===== src/rtl/board_debug_ctrl.sv =====
// CPU clock generator (free-run / manual step / burst / halt) with key debouncing,
// plus the debug-channel selector that feeds the 7-segment digit decoders.
module board_debug_ctrl #(
  parameter int NCH        = 4,
  parameter int DW         = 32,
  parameter int NDIG       = 6,
  parameter int DIV_W      = 4,
  parameter int DEB_CYCLES = 16,
  parameter int HB_W       = 24,
  localparam int SEL_W     = (NCH > 1) ? $clog2(NCH) : 1
) (
  input  logic              CLOCK_50,
  input  logic              reset,
  input  logic [1:0]        mode,
  input  logic [DIV_W-1:0]  divisor,
  input  logic              step_key_n,
  input  logic [7:0]        burst_len,
  input  logic [NCH*DW-1:0] ch_data,
  input  logic [SEL_W-1:0]  ch_sel,
  input  logic              freeze,
  input  logic              blank_lz,
  output logic              clock_cpu,
  output logic              cpu_rise,
  output logic              busy,
  output logic [31:0]       cycle_count,
  output logic [NDIG*4-1:0] hex_nibbles,
  output logic [NDIG-1:0]   hex_blank,
  output logic              heartbeat
);

  localparam int DEB_W = $clog2(DEB_CYCLES + 1);

  typedef enum logic [1:0] {ST_STOP, ST_RUN, ST_STEP} state_t;

  logic [DIV_W-1:0] div_cnt, div_lat;
  logic             tick;
  logic             key_s1, key_s2, key_acc, press;
  logic [DEB_W-1:0] deb_cnt;
  state_t           state, state_nx;
  logic             clk_nx, rise_nx;
  logic [7:0]       rem, rem_nx;
  logic [HB_W-1:0]  hb_cnt;
  logic [DW-1:0]    sel_val;
  logic [NDIG*4-1:0] nib_nx;
  logic [NDIG-1:0]  blank_nx;
  logic             upper_zero;
  logic             unused_hi;

  // Divisor is latched only at the wrap so a change never truncates a phase.
  assign tick = (div_cnt == div_lat);

  always_ff @(posedge CLOCK_50 or negedge reset) begin
    if (!reset) begin
      div_cnt <= '0;
      div_lat <= '0;
    end else if (tick) begin
      div_cnt <= '0;
      div_lat <= divisor;
    end else begin
      div_cnt <= div_cnt + 1'b1;
    end
  end

  always_ff @(posedge CLOCK_50 or negedge reset) begin
    if (!reset) begin
      key_s1  <= 1'b1;
      key_s2  <= 1'b1;
      key_acc <= 1'b1;
      deb_cnt <= '0;
      press   <= 1'b0;
    end else begin
      key_s1 <= step_key_n;
      key_s2 <= key_s1;
      press  <= 1'b0;
      if (key_s2 == key_acc) begin
        deb_cnt <= '0;
      end else if (deb_cnt == DEB_W'(DEB_CYCLES - 1)) begin
        deb_cnt <= '0;
        key_acc <= key_s2;
        press   <= ~key_s2;
      end else begin
        deb_cnt <= deb_cnt + 1'b1;
      end
    end
  end

  always_ff @(posedge CLOCK_50 or negedge reset) begin
    if (!reset) begin
      state     <= ST_STOP;
      clock_cpu <= 1'b0;
      rem       <= '0;
    end else begin
      state     <= state_nx;
      clock_cpu <= clk_nx;
      rem       <= rem_nx;
    end
  end

  // A high phase is always allowed to finish; stopping only happens while low.
  always_comb begin
    state_nx = state;
    clk_nx   = clock_cpu;
    rem_nx   = rem;
    case (state)
      ST_STOP: begin
        clk_nx = 1'b0;
        if (mode == 2'b00) begin
          state_nx = ST_RUN;
        end else if (press && mode == 2'b01) begin
          state_nx = ST_STEP;
          rem_nx   = 8'd1;
        end else if (press && mode == 2'b10 && burst_len != 8'd0) begin
          state_nx = ST_STEP;
          rem_nx   = burst_len;
        end
      end
      ST_RUN: begin
        if (clock_cpu) begin
          if (tick) begin
            clk_nx = 1'b0;
            if (mode != 2'b00) state_nx = ST_STOP;
          end
        end else if (mode != 2'b00) begin
          state_nx = ST_STOP;
        end else if (tick) begin
          clk_nx = 1'b1;
        end
      end
      ST_STEP: begin
        if (clock_cpu) begin
          if (tick) begin
            clk_nx = 1'b0;
            rem_nx = rem - 8'd1;
            if (rem == 8'd1 || mode == 2'b11) state_nx = ST_STOP;
          end
        end else if (mode == 2'b11) begin
          state_nx = ST_STOP;
        end else if (tick) begin
          clk_nx = 1'b1;
        end
      end
      default: begin
        state_nx = ST_STOP;
        clk_nx   = 1'b0;
      end
    endcase
  end

  always_comb begin
    busy    = (state == ST_STEP);
    rise_nx = clk_nx & ~clock_cpu;
  end

  always_ff @(posedge CLOCK_50 or negedge reset) begin
    if (!reset) begin
      cpu_rise    <= 1'b0;
      cycle_count <= '0;
    end else begin
      cpu_rise <= rise_nx;
      if (rise_nx) cycle_count <= cycle_count + 32'd1;
    end
  end

  always_ff @(posedge CLOCK_50 or negedge reset) begin
    if (!reset) begin
      hb_cnt    <= '0;
      heartbeat <= 1'b0;
    end else begin
      hb_cnt <= hb_cnt + 1'b1;
      if (&hb_cnt) heartbeat <= ~heartbeat;
    end
  end

  // Out-of-range selects fall through to zero; blanking scans from the top digit down.
  always_comb begin
    sel_val = '0;
    for (int i = 0; i < NCH; i++) begin
      if (int'(ch_sel) == i) sel_val = ch_data[i*DW +: DW];
    end
    nib_nx     = sel_val[NDIG*4-1:0];
    blank_nx   = '0;
    upper_zero = 1'b1;
    for (int i = NDIG - 1; i > 0; i--) begin
      upper_zero  = upper_zero & (nib_nx[i*4 +: 4] == 4'd0);
      blank_nx[i] = blank_lz & upper_zero;
    end
  end

  assign unused_hi = ^(sel_val >> (NDIG * 4));

  always_ff @(posedge CLOCK_50 or negedge reset) begin
    if (!reset) begin
      hex_nibbles <= '0;
      hex_blank   <= ~NDIG'(1);
    end else if (!freeze) begin
      hex_nibbles <= nib_nx;
      hex_blank   <= blank_nx;
    end
  end

endmodule


===== config.mk =====
export PLATFORM = sky130hd
export DESIGN_NAME = board_debug_ctrl
export DESIGN_NICKNAME = d
export VERILOG_FILES = /design/src/rtl/board_debug_ctrl.sv
export SDC_FILE = /design/constraint.sdc
export NUM_CORES = 1
export LEC_CHECK = 0
export CAP_MARGIN = 20
export CORE_UTILIZATION = 37
export CTS_CLUSTER_DIAMETER = 120
export DETAILED_ROUTE_END_ITERATION = 12
export PLACE_DENSITY = 0.74
export SETUP_SLACK_MARGIN = 0.2
export SYNTH_ARGS = -nofsm -noshare
export SYNTH_HDL_FRONTEND = slang
export SYNTH_SLANG_ARGS = --single-unit

===== constraint.sdc =====
create_clock -name CLOCK_50 -period 2.1 [get_ports CLOCK_50]
set_input_delay 0.21 -clock CLOCK_50 [delete_from_list [all_inputs] [get_ports CLOCK_50]]
set_output_delay 0.21 -clock CLOCK_50 [all_outputs]
set_load 0.01 [all_outputs]

==> run metrics <==
clock root buffer clkbuf_16; Clock Tree Buf Depth 2; total of warnings raised by yosys 0; Wirelength per Cell 16.02 µm; PD cells 798.4 nW/µm²; R2R Path End rem[2]; Worst Tran Pin Value 0.5427 ns; RSZ-0062 raised after global routing yes; Layout fillers 1247; Period Utilization, post-route 104.8%; CTS Buf Count 17; Hold Path Sink key_s1; r2r setup slk -0.1 ns; sequential-to-total area share from yosys stat 49.49%; clk_lat worst skew 0.41 ns; crit path capture type flip-flop; R2R depth 7; Synth Register Bits 115; Worst Skew 0.01078 ns; Post-Syn Area 5836 µm²; die area 16280 µm²; DR pass1 iterations 5; area taken by flip-flops and latches 2888 µm²; Avg Vias per Cell 5.132; hold slack 0.2099 ns; status finished with violations; IO Count 215; largest net degree at the start of global routing 60; Final #Nets 895; synth top area cells dfrtp_1 (46%), mux4_2 (9.3%), mux2_2 (5.2%); Chip Height 127.6 µm; number of setup violations in the final report 33; Final TNS setup -1.568 ns; synth-to-layout area growth 55.23%; Initial Util 38.10%; Max-slew headroom 63.82%; CP Launch Type flip-flop; failing checks setup timing; core area 15310 µm²; most frequent cell after synthesis dfrtp_1; dpl ws -0.1255 ns; Synth area leader dfrtp_1; Tot Pwr 7.232 mW; Leak 3.915 nW; DRC 0; syn_area_per_cell 11.60 µm²; clk slew on worst S/H paths 0.05 ns; layout cells sized above 1 23.87%; fin. max-slew vios 0; fmax 0.4546 GHz; peak supply drop 0.0005741 V; hold depth 1; vias in the first global route 5227; Post-Synthesis Net Count 661; worst r2r src div_cnt[1]; area of the multi-input gates 2989 µm²; post-synth top area share 45.88%; ANT cells 0; number of port buffers 181; dpl hpwl 11.58 mm; Max Cap Viol 0; 1st-iter DRT viols 261; CP arrival 2.48 ns; first-pass GRT wire length 25.18 mm; WL final 15.39 mm; Remaining Overflow, GRT 0; EDFF count, synth 0; min-delay worst type in -> reg; Synth cell types 55; Synth top cells by count dfrtp_1 (107), nand2_1 (46), nor2_1 (35); post-route ant nets 0; Synth async-reset ratio 100.0%; min cycle time layout 2.200 ns; gpl congestion 0.9124; WP data required 2.38 ns; Final WS setup -0.09997 ns; Total GRT Usage 19.96%; antenna violations before repair 0; CP Max Fanout 10; CTS tree yes; worst hold path startpoint step_key_n; Die X 127.6 µm; H-Tree Depth 4; CTS Sinks 115; Site Rows 45; Crit Path Class reg -> reg; via count 4932; final number of hold-violating endpoints 0; leading register cell type out of synthesis dfrtp_1; Cells after Synth 503
==> cell usage in the layout (no fill, tap or decap), types with 3 or more instances in the layout <==
cell type / netlist / layout
nor4_4: 0 / 3
clkbuf_16: 0 / 17
nor2_1: 35 / 32
clkinv_2: 0 / 3
a32oi_1: 4 / 4
o31ai_2: 0 / 4
o21ai_1: 7 / 7
nor3_2: 4 / 3
dfstp_2: 8 / 8
o31ai_1: 7 / 3
nand2_1: 46 / 42
nor3_1: 13 / 9
buf_12: 0 / 7
nand4_1: 10 / 10
nor3_4: 0 / 5
mux4_2: 24 / 24
buf_4: 1 / 42
o22ai_1: 3 / 3
dfrtp_1: 107 / 107
nor2_4: 0 / 3
nor2b_1: 4 / 3
mux2_2: 27 / 27
nand2b_1: 3 / 3
xnor2_1: 33 / 32
nand2_2: 0 / 4
clkbuf_8: 0 / 4
and3_1: 8 / 8
xor2_1: 29 / 29
nor4_2: 2 / 3
nor4_1: 9 / 5
clkdlybuf4s50_1: 0 / 178
nand3_1: 27 / 23
inv_1: 21 / 20
and4_1: 3 / 3
clkbuf_1: 7 / 6
ha_1: 9 / 8
a21oi_1: 8 / 7
nand3_2: 0 / 4
o21ai_0: 6 / 6
==> kinds of logic after synthesis <==
kind of cell | after synthesis | share of synthesized area (%)
simple gates | 177 | 15.70
flops | 115 | 49.49
xor+xnor | 62 | 9.305
mux | 51 | 14.47
compound gates | 50 | 6.154
buf+inv | 38 | 2.895
fa+ha+maj | 9 | 1.930
other cells | 1 | 0.06426
==> final cells by class <==
cell class	instances	share of cell area [%]
clock buffer	27	5.552
sequential	115	31.88
inverter	21	0.8702
clock inverter	5	0.5801
timing repair buffer	232	25.21
tap	211	2.914
multi-input combinational	350	33.00
==> how the worst max path moves through the flow <==
| stage | start | endpoint | slack, ns | cells after the start |
|---|---|---|---|---|
| 5_1_grt | div_cnt[1] | cycle_count[11] | -0.16 | 7 |
| 4_1_cts | div_lat[1] | rem[5] | -0.11 | 7 |
| 3_3_place_gp | div_lat[1] | cycle_count[16] | -0.09 | 6 |
| 3_5_place_dp | div_lat[1] | rem[3] | -0.13 | 7 |
| 2_1_floorplan | div_cnt[1] | cycle_count[30] | -0.09 | 7 |
| 6_report | div_cnt[1] | rem[2] | -0.1 | 7 |
==> state kept, by name, indices dropped and copies added, names as in the netlist, 2 cells and up <==
name / flops
div_lat: 4
div_cnt: 4
deb_cnt: 5
rem: 8
cycle_count: 32
hb_cnt: 24
hex_nibbles: 24
hex_blank: 5
state: 2
==> per-stage QoR <==
stage                     instance area, µm²  util, %  cells
after floorplan                         5902        -    503
after global placement                  8265    53.97    923
final                                   9059    59.15    961
after detailed placement                8265    53.97    923
after CTS                               8902    58.13    958
after global routing                    9059    59.15    961
==> critical path: stages (launching register included) <==
cell and delay (ns):
dfrtp_1 0.39, xor2_1 0.17, or4_4 0.54, buf_4 0.20, o31a_1 0.26, buf_4 0.18, o31ai_1 0.23, o21ai_1 0.10
==> power breakdown <==
| part | switching [mW] | internal (mW) | leakage, nW | total, mW |
|---|---|---|---|---|
| Combinational | 0.825 | 1.00 | 2.17 | 1.83 |
| Clock | 0.977 | 1.75 | 0.271 | 2.72 |
| Sequential | 0.205 | 2.48 | 1.47 | 2.68 |
| Total | 2.01 | 5.23 | 3.92 | 7.23 |
==> timing repair <==
item / 4_1_cts / 5_1_grt
setup buffers: 2 / 3
setup endpoints to repair: 41 / 45
hold buffers: 1 / 0
pin swaps: 1 / 13
resized for setup: 15 / 25
hold endpoints to repair: 35 / 0
==> per-layer routing <==
metal	vias to the layer above	track usage (%)	part of all wire [%]
met5	-	0	0
met4	0	7.958	1.4
met3	16	4.564	5.5
met2	200	36.87	54
met1	2445	22.13	39
li1	2271	-	-
No activity file was read; power rests on OpenSTA's default activity.
